==> config.mk <==
export PLATFORM = sky130hd
export DESIGN_NAME = ddr_req_arb
export DESIGN_NICKNAME = d
export VERILOG_FILES = /design/src/rtl/ddr_req_arb_pkg.sv /design/src/rtl/ddr_req_arb_rr_arb2.sv /design/src/rtl/ddr_req_arb.sv
export SDC_FILE = /design/constraint.sdc
export NUM_CORES = 1
export LEC_CHECK = 0
export BUFFER_PORTS_ARGS = -buffer_cell sky130_fd_sc_hd__buf_2
export CORE_AREA = 4 4 201 203
export CTS_CLUSTER_SIZE = 30
export DETAILED_ROUTE_END_ITERATION = 7
export DIE_AREA = 0 0 205 207
export PLACE_DENSITY = 0.39
export SYNTH_ARGS = -nofsm -noshare
export SYNTH_HDL_FRONTEND = slang
export SYNTH_SLANG_ARGS = --single-unit
export TNS_END_PERCENT = 30
==> constraint.sdc <==
create_clock -name clk -period 1.88 [get_ports clk]
set_input_delay 0.282 -clock clk [delete_from_list [all_inputs] [get_ports clk]]
set_output_delay 0.282 -clock clk [all_outputs]
set_load 0.005 [all_outputs]
==> src/rtl/ddr_req_arb_pkg.sv <==
`default_nettype none
// ============================================================================
// Module   : ddr_req_arb_pkg
// Brief    : Shared widths, owner ids and sequencer state encoding for ddr_req_arb.
// Revision : 1.0
// ============================================================================
package ddr_req_arb_pkg;

    localparam int DDR_ADDR_W = 27;
    localparam int DDR_DATA_W = 64;
    localparam int DDR_BE_W   = 8;

    localparam logic OWNER_A = 1'b0;
    localparam logic OWNER_B = 1'b1;

    typedef enum logic [1:0] {
        IDLE  = 2'd0,
        EARLY = 2'd1,
        XFER  = 2'd2,
        DONE  = 2'd3
    } state_t;

endpackage
`default_nettype wire

==> src/rtl/ddr_req_arb_rr_arb2.sv <==
`default_nettype none
// ============================================================================
// Module   : rr_arb2
// Brief    : Two-way round-robin arbiter; on update the served port becomes "last".
// Revision : 1.0
// ============================================================================
module rr_arb2
    import ddr_req_arb_pkg::*;
(
    input  logic       clk,
    input  logic       rst_n,
    input  logic [1:0] req,
    input  logic       update,
    input  logic       last,
    output logic [1:0] gnt
);

    logic r_last;

    // Reset value B makes A the favoured port for the first contested grant.
    always_ff @(posedge clk or negedge rst_n) begin
        if (!rst_n) begin
            r_last <= OWNER_B;
        end else if (update) begin
            r_last <= last;
        end
    end

    always_comb begin
        gnt = 2'b00;
        if (req[OWNER_A] && (!req[OWNER_B] || r_last == OWNER_B)) begin
            gnt[OWNER_A] = 1'b1;
        end else if (req[OWNER_B]) begin
            gnt[OWNER_B] = 1'b1;
        end
    end

endmodule
`default_nettype wire

==> src/rtl/ddr_req_arb.sv <==
`default_nettype none
// ============================================================================
// Module   : ddr_req_arb
// Brief    : Two-port burst arbiter/sequencer for the ddr_top PCI-side port.
//            Optional stall timeout enabled by DDR_REQ_ARB_TIMEOUT_EN.
// Revision : 1.0
// ============================================================================
module ddr_req_arb
    import ddr_req_arb_pkg::*;
#(
    parameter int LEN_W   = 4,
    parameter int TIMEOUT = 256
) (
    input  logic                  clk,
    input  logic                  rst_n,
    input  logic                  a_req,
    input  logic                  a_wr,
    input  logic [DDR_ADDR_W-1:0] a_addr,
    input  logic [LEN_W-1:0]      a_len,
    input  logic [DDR_DATA_W-1:0] a_wdata,
    input  logic [DDR_BE_W-1:0]   a_be,
    input  logic                  a_wvalid,
    output logic                  a_wready,
    output logic [DDR_DATA_W-1:0] a_rdata,
    output logic                  a_rvalid,
    output logic                  a_gnt,
    output logic                  a_done,
    input  logic                  b_req,
    input  logic                  b_wr,
    input  logic [DDR_ADDR_W-1:0] b_addr,
    input  logic [LEN_W-1:0]      b_len,
    input  logic [DDR_DATA_W-1:0] b_wdata,
    input  logic [DDR_BE_W-1:0]   b_be,
    input  logic                  b_wvalid,
    output logic                  b_wready,
    output logic [DDR_DATA_W-1:0] b_rdata,
    output logic                  b_rvalid,
    output logic                  b_gnt,
    output logic                  b_done,
    output logic [DDR_ADDR_W-1:0] ddr_addr,
    output logic [DDR_DATA_W-1:0] ddr_wdata,
    output logic [DDR_BE_W-1:0]   ddr_cbe,
    output logic                  ddr_wvalid,
    output logic                  ddr_write,
    output logic                  ddr_hit_early,
    output logic                  ddr_hit,
    output logic                  ddr_done,
    input  logic                  ddr_ready,
    input  logic                  ddr_term,
    input  logic                  ddr_wait,
    input  logic                  ddr_not_ready,
    input  logic [DDR_DATA_W-1:0] ddr_rdata,
    input  logic                  ddr_rvalid,
    output logic                  err
);

    state_t                r_state;
    logic                  r_owner;
    logic                  r_wr;
    logic [DDR_ADDR_W-1:0] r_addr;
    logic [LEN_W-1:0]      r_cnt;
    logic                  r_a_gnt;
    logic                  r_b_gnt;
    logic                  r_hit_early;
    logic                  r_hit;
    logic                  r_done;
    logic                  r_a_done;
    logic                  r_b_done;

    logic [1:0]            w_req;
    logic [1:0]            w_gnt;
    logic                  w_rr_update;
    logic                  w_xfer;
    logic                  w_own_wvalid;
    logic [DDR_DATA_W-1:0] w_own_wdata;
    logic [DDR_BE_W-1:0]   w_own_be;
    logic                  w_wready;
    logic                  w_wbeat;
    logic                  w_rbeat;
    logic                  w_beat;
    logic                  w_timeout;
    logic                  w_end;

    // New grants only from IDLE and only while the DDR side is ready.
    assign w_req       = (r_state == IDLE && !ddr_not_ready) ? {b_req, a_req} : 2'b00;
    assign w_rr_update = (r_state == DONE);

    rr_arb2 u_rr_arb2 (
        .clk    (clk),
        .rst_n  (rst_n),
        .req    (w_req),
        .update (w_rr_update),
        .last   (r_owner),
        .gnt    (w_gnt)
    );

    assign w_xfer       = (r_state == XFER);
    assign w_own_wvalid = (r_owner == OWNER_B) ? b_wvalid : a_wvalid;
    assign w_own_wdata  = (r_owner == OWNER_B) ? b_wdata  : a_wdata;
    assign w_own_be     = (r_owner == OWNER_B) ? b_be     : a_be;

    assign w_wready = w_xfer & r_wr & ddr_ready & ~ddr_wait;
    assign w_wbeat  = w_wready & w_own_wvalid;
    assign w_rbeat  = w_xfer & ~r_wr & ddr_rvalid;
    assign w_beat   = w_wbeat | w_rbeat;
    assign w_end    = w_xfer & ((w_beat && r_cnt == '0) | ddr_term | w_timeout);

    assign a_wready   = w_wready & (r_owner == OWNER_A);
    assign b_wready   = w_wready & (r_owner == OWNER_B);
    assign ddr_wvalid = w_wbeat;
    assign ddr_wdata  = w_wbeat ? w_own_wdata : '0;
    assign ddr_cbe    = w_wbeat ? ~w_own_be   : '0;

    assign a_rvalid = w_rbeat & (r_owner == OWNER_A);
    assign b_rvalid = w_rbeat & (r_owner == OWNER_B);
    assign a_rdata  = a_rvalid ? ddr_rdata : '0;
    assign b_rdata  = b_rvalid ? ddr_rdata : '0;

`ifdef DDR_REQ_ARB_TIMEOUT_EN
    localparam int STALL_W = $clog2(TIMEOUT + 1);

    logic [STALL_W-1:0] r_stall;
    logic               r_err;

    // Counts consecutive beat-less XFER cycles; the TIMEOUT-th one ends the burst.
    assign w_timeout = w_xfer & ~w_beat & (r_stall == STALL_W'(TIMEOUT - 1));

    always_ff @(posedge clk or negedge rst_n) begin
        if (!rst_n) begin
            r_stall <= '0;
            r_err   <= 1'b0;
        end else begin
            r_err <= w_timeout;
            if (!w_xfer || w_beat) begin
                r_stall <= '0;
            end else begin
                r_stall <= r_stall + STALL_W'(1);
            end
        end
    end

    assign err = r_err;
`else
    localparam int c_unused_timeout = TIMEOUT;

    assign w_timeout = 1'b0;
    assign err       = 1'b0;
`endif

    always_ff @(posedge clk or negedge rst_n) begin
        if (!rst_n) begin
            r_state     <= IDLE;
            r_owner     <= OWNER_A;
            r_wr        <= 1'b0;
            r_addr      <= '0;
            r_cnt       <= '0;
            r_a_gnt     <= 1'b0;
            r_b_gnt     <= 1'b0;
            r_hit_early <= 1'b0;
            r_hit       <= 1'b0;
            r_done      <= 1'b0;
            r_a_done    <= 1'b0;
            r_b_done    <= 1'b0;
        end else begin
            r_a_gnt     <= 1'b0;
            r_b_gnt     <= 1'b0;
            r_hit_early <= 1'b0;
            r_done      <= 1'b0;
            r_a_done    <= 1'b0;
            r_b_done    <= 1'b0;
            case (r_state)
                IDLE: begin
                    if (w_gnt != 2'b00) begin
                        r_owner     <= w_gnt[OWNER_B] ? OWNER_B : OWNER_A;
                        r_wr        <= w_gnt[OWNER_B] ? b_wr   : a_wr;
                        r_addr      <= w_gnt[OWNER_B] ? b_addr : a_addr;
                        r_cnt       <= w_gnt[OWNER_B] ? b_len  : a_len;
                        r_a_gnt     <= w_gnt[OWNER_A];
                        r_b_gnt     <= w_gnt[OWNER_B];
                        r_hit_early <= 1'b1;
                        r_state     <= EARLY;
                    end
                end
                EARLY: begin
                    r_hit   <= 1'b1;
                    r_state <= XFER;
                end
                XFER: begin
                    if (w_end) begin
                        r_hit    <= 1'b0;
                        r_done   <= 1'b1;
                        r_a_done <= (r_owner == OWNER_A);
                        r_b_done <= (r_owner == OWNER_B);
                        r_state  <= DONE;
                    end else if (w_beat) begin
                        r_cnt <= r_cnt - LEN_W'(1);
                    end
                end
                DONE: begin
                    r_wr    <= 1'b0;
                    r_addr  <= '0;
                    r_state <= IDLE;
                end
                default: begin
                    r_state <= IDLE;
                end
            endcase
        end
    end

    assign a_gnt         = r_a_gnt;
    assign b_gnt         = r_b_gnt;
    assign a_done        = r_a_done;
    assign b_done        = r_b_done;
    assign ddr_addr      = r_addr;
    assign ddr_write     = r_wr;
    assign ddr_hit_early = r_hit_early;
    assign ddr_hit       = r_hit;
    assign ddr_done      = r_done;

endmodule
`default_nettype wire

==> summary.md, run 1 <==
| Metric | Value |
|---|---|
| Antenna violations before repair | 15 |
| NetSw | 3.221 mW |
| Iteration-0 DRC Markers | 307 |
| P per Cell Area | 836.2 nW/um2 |
| CP max FO | 8 |
| Final cell count without fillers | 1616 |
| Combinational Power Share | 70.3% |
| YS warnings | 0 |
| Antenna Nets Post-Route | 0 |
| Unrepaired setup endpoints after global routing | true |
| Cell Rows | 72 |
| Number of distinct library cells after synthesis | 44 |
| Die X-Extent | 205 um |
| Die Y | 207 um |
| Tot GR Track Use | 12.22% |
| CP peak stage delay | 0.54 ns |
| Mapped Area | 4195 um2 |
| Peak VDD IR | 0.3317 mV |
| Routed length per instance | 18.89 um |
| Adder-cell share of the synthesized area | 1.789% |
| Asr flop ratio synth | 100.0% |
| Post-Synth XOR/XNOR Area | 0.2088% |
| Crit. End Element | output port |
| Ports | 524 |
| Yosys reg bits | 43 |
| Seq/Total Area, Yosys | 25.68% |
| Num CTS Buffers | 5 |
| Min cycle time layout | 2.183 ns |
| Cell count after synthesis | 518 |
| Final setup fails | 221 |
| CTS H-tree lvls | 2 |
| CP delay by family, top | flip-flops |
| Vias in the first global route | 5698 |
| DRT Wirelength | 30530 um |
| Post-synth EDFFs | 0 |
| DR vias | 5967 |
| Hold Path Class | in -> reg |
| Slew Limit Fails | 0 |
| Multiplexer share of the synthesized area | 24.25% |
| Synth Area in Simple Gates | 32.51% |
| Clock share of power | 11.1% |
| Hold WS | 0.2679 ns |
| Cell Int Power | 4.583 mW |
| Mapped Avg Cell Area | 8.099 um2 |
| Critical Path RT | 1.60 ns |
| Port buffer count | 522 |
| Sequential power share | 18.6% |
| CP Class | reg -> out |
| Main synth FF type | dfrtp_1 |
| Vias/cell | 3.692 |
| DRC | 0 |
| Status | finished with violations |
| Clock Sinks | 43 |
| Clk buf depth | 2 |
| Switch share | 41.28% |
| Max cap viols | 0 |
| Final net count | 1377 |
| Combinational family with the most area after synthesis | simple AND/OR/NAND/NOR gates |
| Hold Vio Cnt, Final | 0 |
| FF+latch area | 1081 um2 |
| Max Clk Rate | 458.1 MHz |
| Root buf cell | clkbuf_16 |
| HPWL Detailed | 24020 um |
| DRT Pass-1 Iters | 4 |
| Worst Path Arrival | 1.90 ns |
| Failing checks | negative setup slack |
| Layout Skew | 0.01182 ns |
| Largest net degree at the start of global routing | 66 |
| Worst-skew pair later-pin latency | 0.29 ns |
| Leakage | 5.242 nW |
| Final period utilization | 116.1% |
| Share of cells above drive strength 1 | 67.86% |
| Overflow after GRT | 0 |
| Mapped Nets | 807 |
| Placed Cells | 1571 |
| Initial core utilization | 10.91% |
| Overall power | 7.804 mW |
| Die Area | 42440 um2 |
| Worst-path clk slew | 0.07 ns |
| Setup crit start kind | flop |
| CTS tree | yes |
| Fillers | 4258 |
| Compound-cell area share of the yosys netlist | 9.305% |
| Core area | 38470 um2 |
| Buf+Inv Stages, Crit Path | 3 |
| Crit path cell chain | mux2i_4 > or2_4 > buf_12 > clkbuf_16 > nor2_1 > buf_2 |
| Footprint of the multi-input gates | 3402 um2 |
| Area Overhead vs Synth | 122.5% |
| Critical-path top delay cell | dfrtp_4 |
| First-pass GRT wire length | 38810 um |
| Final worst setup slack | -0.3031 ns |
| Layout Utilization | 24.26% |
| Placer congestion estimate | 0.8834 |
## power groups by stage
stage	Clock (mW)	Sequential [mW]	Combinational, mW
floorplan	0	1.43	2.35
global placement	0	1.46	4.52
detailed placement	0	1.46	4.52
CTS	0.920	1.46	4.83
global route	0.952	1.49	5.96
finish	0.866	1.45	5.49
## flip-flops by register name, indices dropped and copies added, names as in the netlist
name,cells
r_state,2
ddr_addr,27
a_gnt,1
u_rr_arb2.r_last,1
ddr_done,1
ddr_hit,1
b_done,1
r_cnt,4
ddr_hit_early,1
r_owner,1
a_done,1
ddr_write,1
b_gnt,1
## area by class of cell
type	count	share of cell area, %
tap	518	6.945
clock inverter	2	0.1341
sequential	43	11.58
clock buffer	6	1.381
inverter	11	0.4424
timing repair buffer	606	42.82
multi-input combinational	421	36.45
antenna	9	0.2413
## cell usage in the layout, fill, tap and decap left out, drive strengths merged, types with 2 or more instances in the layout
master,n
a221o,2
o21ai,33
ha,6
mux2i,97
nand3,2
inv,11
buf,591
diode,9
nor3,5
dfrtp,42
a211oi,11
nand2,31
and2,128
clkbuf,19
mux2,3
a21oi,5
nor2b,8
nor2,76
## Yosys cell counts (2+ instances only)
cell / number / area (um2)
o21ai_1: 21 / 105.1
and2_1: 128 / 800.8
nor3_1: 5 / 25.02
mux2_1: 2 / 22.52
buf_6: 2 / 22.52
o21ai_2: 2 / 17.52
dfrtp_1: 42 / 1051
a21oi_1: 4 / 20.02
a211oi_2: 6 / 75.07
buf_2: 22 / 110.1
nor2_1: 76 / 285.3
clkbuf_1: 14 / 52.55
inv_2: 2 / 7.510
o21ai_0: 9 / 45.04
a211oi_1: 5 / 37.54
nand2_1: 31 / 116.4
clkbuf_2: 2 / 10.01
buf_4: 3 / 22.52
inv_1: 9 / 33.78
nor2b_1: 8 / 50.05
a221o_1: 2 / 20.02
ha_1: 6 / 75.07
mux2i_1: 96 / 960.9
## cells by family after synthesis
| group | Yosys count |
|---|---|
| buffers and inverters | 54 |
| other | 1 |
| adders and majority gates | 6 |
| and+or+nand+nor | 258 |
| muxes | 100 |
| xor gates and xnor gates | 1 |
| DFF | 43 |
| AOI/OAI and AO/OA | 55 |
## routing by layer
metal / vias up / track usage [%] / wire length, um
met1: 2747 / 13.88 / 11280
met2: 333 / 22.68 / 16020
met3: 29 / 2.862 / 2705
li1: 2858 / - / -
met5: - / 0 / 0
met4: 0 / 3.326 / 518
## per-stage QoR
step | setup TNS [ns] | cell area (um2) | setup WS, ns
after floorplan | 0 | 4195 | 0.01239
after global placement | -4.439 | 7780 | -0.1969
after detailed placement | -4.256 | 7780 | -0.1743
after CTS | -49.55 | 8294 | -0.3363
after global routing | -66.79 | 9325 | -0.3564
final | -47.38 | 9333 | -0.3031
## final timing paths
check | startpoint | slack [ns] | depth (start not counted) | to
worst min register to register | ddr_addr[15] | 0.47 | 2 | ddr_addr[15]
worst max-delay path | r_owner | -0.30 | 6 | ddr_wdata[40]
min in group asynchronous | rst_n | 0.41 | 2 | ddr_addr[22]
max in group asynchronous | rst_n | 0.90 | 3 | u_rr_arb2.r_last
worst min-delay path | b_addr[9] | 0.27 | 3 | ddr_addr[9]
worst max register to register | r_state[0] | -0.08 | 9 | ddr_addr[19]
## worst register-to-register path, delay by kind of cell (launching register included)
family | cells | cell delay [ns]
AO/OA/AOI/OAI | 1 | 0.09
adder cells (fa/ha/maj) | 1 | 0.19
buffers and inverters | 4 | 0.55
flip-flops | 1 | 0.36
multiplexers | 1 | 0.33
AND/OR/NAND/NOR | 2 | 0.34
## repair_timing
| action | in CTS | in global routing |
|---|---|---|
| gates cloned | 6 | 14 |
| hold buffers | 1 | 0 |
| setup buffers | 2 | 5 |
| resized for setup | 51 | 149 |
| hold endpoints to repair | 11 | 0 |
| endpoints found under the setup margin | 209 | 237 |
| pin swaps | 12 | 58 |
No activity file was read; power rests on OpenSTA's default activity.
==> inputs of run 2 (changes only) <==
--- a/config.mk
+++ b/config.mk
@@ -10,6 +10,7 @@
 export CTS_CLUSTER_SIZE = 30
 export DETAILED_ROUTE_END_ITERATION = 7
 export DIE_AREA = 0 0 205 207
+export GPL_TIMING_DRIVEN = 0
 export PLACE_DENSITY = 0.39
 export SYNTH_ARGS = -nofsm -noshare
 export SYNTH_HDL_FRONTEND = slang
==> summary.md, run 2 (synthesized netlist as in run 1, its figures left out) <==
| Metric | Value |
|---|---|
| CP max FO | 10 |
| Final period utilization | 120.5% |
| Max cap viols | 0 |
| Status | finished with violations |
| Antenna violations before repair | 16 |
| Setup crit start kind | flop |
| Area Overhead vs Synth | 105.4% |
| Worst Path Arrival | 1.98 ns |
| Final setup fails | 225 |
| Vias in the first global route | 5758 |
| Hold Path Class | in -> async |
| Antenna Nets Post-Route | 0 |
| Clock share of power | 13.5% |
| Final worst setup slack | -0.3855 ns |
| DRT Pass-1 Iters | 4 |
| Largest register FFs | 27 |
| Placer congestion estimate | 0.8497 |
| Vias/cell | 3.694 |
| Crit. End Element | output port |
| P per Cell Area | 837.4 nW/um2 |
| Routed length per instance | 18.71 um |
| Worst slack, placed | -0.6135 ns |
| Hold WS | 0.1849 ns |
| Core area | 38470 um2 |
| CP Class | reg -> out |
| Iteration-0 DRC Markers | 277 |
| Fillers | 4311 |
| DRT Wirelength | 29700 um |
| Most frequent cells in the layout | buf_2, and2_1, mux2i_1 |
| Combinational Power Share | 66.9% |
| Largest net degree at the start of global routing | 44 |
| Clock Sinks | 43 |
| Slew margin rel. | 29.40% |
| Tot GR Track Use | 12.63% |
| Layout Utilization | 22.40% |
| FF+latch area | 1077 um2 |
| Die Area | 42440 um2 |
| Hold Vio Cnt, Final | 0 |
| Critical Path RT | 1.60 ns |
| Failing checks | negative setup slack |
| CTS tree | yes |
| Num CTS Buffers | 5 |
| Die X-Extent | 205 um |
| Initial core utilization | 10.91% |
| Switch share | 41.44% |
| Leakage | 5.032 nW |
| NetSw | 2.991 mW |
| Layout Skew | 0.008521 ns |
| Min cycle time layout | 2.265 ns |
| First-pass GRT wire length | 39920 um |
| Worst-skew pair later-pin latency | 0.28 ns |
| HPWL Detailed | 25790 um |
| Placed Cells | 1558 |
| Cell Rows | 72 |
| Root buf cell | clkbuf_16 |
| Overall power | 7.217 mW |
| Cts hold-fix bufs | 0 |
| Peak VDD IR | 0.5419 mV |
| Worst-path clk slew | 0.06 ns |
| Overflow after GRT | 0 |
| Die Y | 207 um |
| Clk buf depth | 2 |
| Footprint of the multi-input gates | 3123 um2 |
| Max Clk Rate | 441.4 MHz |
| Worst-margin pin slew | 1.059 ns |
| DRC | 0 |
| Ports | 524 |
| DR vias | 5863 |
| Port buffer count | 522 |
| Unrepaired setup endpoints after global routing | true |
| Final net count | 1353 |
| Share of cells above drive strength 1 | 63.25% |
| CTS H-tree lvls | 2 |
| Slew Limit Fails | 0 |
| Sequential power share | 19.7% |
| Final cell count without fillers | 1587 |
| Cell Int Power | 4.226 mW |
| Most common cell after layout, fill and taps aside | buf_2 |
run 2: what timing repair did:
item | 4_1_cts | 5_1_grt
buffers inserted | 9 | 2
endpoints found under the setup margin | 236 | 238
cloned | 3 | 4
gates resized for setup | 144 | 92
pin swaps | 39 | 32
run 2: path summary, 6_finish.rpt:
| path | start | to | slack [ns] | cells past startpoint |
|---|---|---|---|---|
| worst max-delay path | r_state[0] | a_rdata[18] | -0.39 | 8 |
| worst min register to register | ddr_addr[12] | ddr_addr[12] | 0.48 | 2 |
| worst min-delay path | rst_n | ddr_addr[5] | 0.18 | 1 |
| max in group asynchronous | rst_n | ddr_addr[17] | 1.03 | 1 |
| worst max register to register | r_state[0] | ddr_addr[6] | -0.15 | 9 |
| min in group clk | b_addr[2] | ddr_addr[2] | 0.27 | 3 |
run 2: metal layers:
layer  global-route usage, %  part of all wire [%]
met2                   22.92                    52
met4                   3.835                   2.4
met1                   14.27                    36
met3                   3.503                   9.2
met5                       0                     0
run 2: through the flow:
stage                     area, um2  TNS [ns]
final                          8618    -66.34
after global routing           8618    -92.16
after CTS                      8215    -78.27
after detailed placement       7456    -91.00
after global placement         7456    -87.22
after floorplan                4195         0
run 2: cell type report:
type / count / area share (%)
multi-input combinational: 421 / 36.24
timing repair buffer: 540 / 35.77
sequential: 43 / 12.50
tap: 518 / 7.520
buffer: 42 / 5.473
clock buffer: 6 / 1.495
inverter: 11 / 0.5081
clock inverter: 1 / 0.3484
antenna: 5 / 0.1452
run 2: worst max-delay path: stages, from the launching register on:
cell and delay [ns]:
dfrtp_1 0.40, inv_2 0.08, ha_4 0.19, nand3b_1 0.23
nor2_2 0.22, buf_8 0.19, buf_8 0.13, and2_1 0.14
buf_2 0.12
run 2: power groups by stage:
stage          Clock [mW]  Combinational, mW  Sequential (mW)
3_3_place_gp            0               4.06             1.44
5_1_grt              1.06               5.30             1.47
6_report            0.971               4.83             1.42
3_5_place_dp            0               4.06             1.44
4_1_cts              1.01               4.55             1.43
2_1_floorplan           0               2.35             1.43
==> inputs of run 3 (changes only) <==
--- a/config.mk
+++ b/config.mk
@@ -6,12 +6,12 @@
 export NUM_CORES = 1
 export LEC_CHECK = 0
 export BUFFER_PORTS_ARGS = -buffer_cell sky130_fd_sc_hd__buf_2
-export CORE_AREA = 4 4 201 203
+export CORE_AREA = 4 4 203 205
 export CTS_CLUSTER_SIZE = 30
 export DETAILED_ROUTE_END_ITERATION = 7
-export DIE_AREA = 0 0 205 207
+export DIE_AREA = 0 0 207 209
 export GPL_TIMING_DRIVEN = 0
-export PLACE_DENSITY = 0.39
+export PLACE_DENSITY = 0.37
 export SYNTH_ARGS = -nofsm -noshare
 export SYNTH_HDL_FRONTEND = slang
 export SYNTH_SLANG_ARGS = --single-unit
==> constraint.sdc (replaced) <==
create_clock -name clk -period 2.6 [get_ports clk]
set_input_delay 0.39 -clock clk [delete_from_list [all_inputs] [get_ports clk]]
set_output_delay 0.39 -clock clk [all_outputs]
set_load 0.005 [all_outputs]
==> summary.md, run 3 (synthesized netlist as in run 1, its figures left out) <==
| Metric | Value |
|---|---|
| HPWL Detailed | 25330 um |
| Buf+Inv Stages, Crit Path | 5 |
| Vias in the first global route | 5829 |
| Hold Vio Cnt, Final | 0 |
| First-pass GRT wire length | 39700 um |
| Clock share of power | 13.5% |
| Post-route design area | 7814 um2 |
| DRT Wirelength | 28610 um |
| Placed Cells | 1565 |
| CTS tree | yes |
| Area Overhead vs Synth | 86.25% |
| Setup crit start kind | flop |
| Most common cell after layout, fill and taps aside | buf_2 |
| Antenna violations before repair | 9 |
| Leakage | 4.812 nW |
| DRC | 0 |
| Crit path cell chain | inv_2 > ha_4 > buf_6 > nand4b_4 > or2_4 > buf_8 > buf_12 > a211oi_4 > buf_2 |
| Status | finished, final reports clean |
| NetSw | 2.016 mW |
| Die Area | 43260 um2 |
| Initial core utilization | 10.63% |
| Switch share | 43.70% |
| Vias/cell | 3.644 |
| P per Cell Area | 590.4 nW/um2 |
| Die Y | 209 um |
| CTS H-tree lvls | 2 |
| Worst-skew pair later-pin latency | 0.29 ns |
| Hold Path Class | in -> async |
| Placer congestion estimate | 0.9924 |
| Clk buf depth | 2 |
| Worst Path Arrival | 2.16 ns |
| Min cycle time layout | 2.549 ns |
| Peak VDD IR | 0.2566 mV |
| Final net count | 1345 |
| Antenna Nets Post-Route | 0 |
| Clock Sinks | 43 |
| CP max FO | 6 |
| Worst-path clk slew | 0.06 ns |
| CP Class | reg -> out |
| Largest register FFs | 27 |
| Cell Int Power | 2.597 mW |
| Die X-Extent | 207 um |
| CP peak stage delay | 0.40 ns |
| CP delay by family, top | buffers and inverters |
| Unrepaired setup endpoints after global routing | true |
| Max cap viols | 0 |
| Final setup fails | 0 |
| Sequential power share | 22.2% |
| Max Clk Rate | 392.3 MHz |
| Final period utilization | 98.04% |
| Port buffer count | 522 |
| Tot GR Track Use | 12.01% |
| Area after DPL | 7465 um2 |
| Routed length per instance | 18.06 um |
| Num CTS Buffers | 5 |
| Worst reg-to-reg path cell count | 7 |
| Overflow after GRT | 0 |
| Ports | 524 |
| Critical Path RT | 2.21 ns |
| Largest net degree at the start of global routing | 44 |
| Cts hold-fix bufs | 0 |
| Hold WS | 0.2913 ns |
| Final cell count without fillers | 1584 |
| Combinational Power Share | 64.3% |
| DRT Pass-1 Iters | 4 |
| Slew Limit Fails | 0 |
| Layout Skew | 0.008214 ns |
| Cell Rows | 73 |
| Slew margin rel. | 29.72% |
| Crit. path cell count | 9 |
| Critical-path top delay cell | dfrtp_1 |
| Iteration-0 DRC Markers | 274 |
| Crit. End Element | output port |
| Share of cells above drive strength 1 | 57.43% |
| Most frequent cells in the layout | buf_2, and2_1, mux2i_1 |
| DR vias | 5772 |
| Core area | 39460 um2 |
| Root buf cell | clkbuf_16 |
| Worst-margin pin slew | 1.054 ns |
-- run 3: cell types whose count changed in the layout (fill, tap and decap cells not counted), moves of 4 or more --
cell and delta:
buf_2 +51, o21ai_1 -4, mux2i_1 +4, nor2_4 -8, nor2_2 -11, buf_6 -53, buf_8 -10, nor2_1 +19
o21ai_0 +6, and2_4 -28, clkbuf_4 +5, mux2i_2 -4, and2_1 +28
-- run 3: path summary, 6_finish.rpt --
check	startpoint	to	slack, ns
worst max-delay path	r_state[0]	ddr_cbe[6]	0.05
worst min-delay path	rst_n	ddr_addr[10]	0.29
worst max register to register	r_state[1]	ddr_addr[3]	0.51
worst min register to register	ddr_addr[18]	ddr_addr[18]	0.47
max in group asynchronous	rst_n	r_cnt[2]	1.65
min in group clk	b_addr[7]	ddr_addr[7]	0.37
-- run 3: power groups by stage --
stage / registers (mW) / clock network [mW] / logic [mW]
after floorplan: 1.03 / 0 / 1.70
after global placement: 1.03 / 0 / 2.93
after detailed placement: 1.03 / 0 / 2.92
after CTS: 1.02 / 0.658 / 2.99
after global routing: 1.06 / 0.682 / 3.29
final: 1.02 / 0.622 / 2.97
-- run 3: repair_timing --
item,in CTS,in global routing
gates resized for setup,29,35
pin swaps,2,6
cloned,0,1
setup buffers,2,6
setup endpoints to repair,186,121
-- run 3: final cells by class --
cell class / count / area, um2
sequential: 43 / 1077
antenna: 2 / 5.005
timing repair buffer: 531 / 2693
multi-input combinational: 421 / 2912
clock buffer: 7 / 132.6
inverter: 11 / 41.29
tap: 525 / 656.9
buffer: 43 / 291.5
clock inverter: 1 / 5.005
fill: 4541 / 31640
-- run 3: metrics by stage --
step | utilization [%] | setup TNS, ns | worst slack [ns] | power [mW]
after global routing | 19.80 | -0.04510 | -0.01389 | 5.030
after floorplan | - | 0 | 0.6062 | 2.734
after global placement | 18.92 | -0.004939 | -0.004054 | 3.961
final | 19.80 | 0 | 0.05090 | 4.613
after CTS | 19.47 | 0 | 0.0002092 | 4.667
after detailed placement | 18.92 | 0 | 0.001420 | 3.956
-- run 3: layer usage --
| metal | GRT usage (%) | vias up | share of wire [%] |
|---|---|---|---|
| met4 | 3.169 | 0 | 3.0 |
| met5 | 0 | - | 0 |
| met2 | 21.48 | 323 | 50 |
| met1 | 14.23 | 2635 | 39 |
| met3 | 3.213 | 36 | 7.9 |
| li1 | - | 2778 | - |
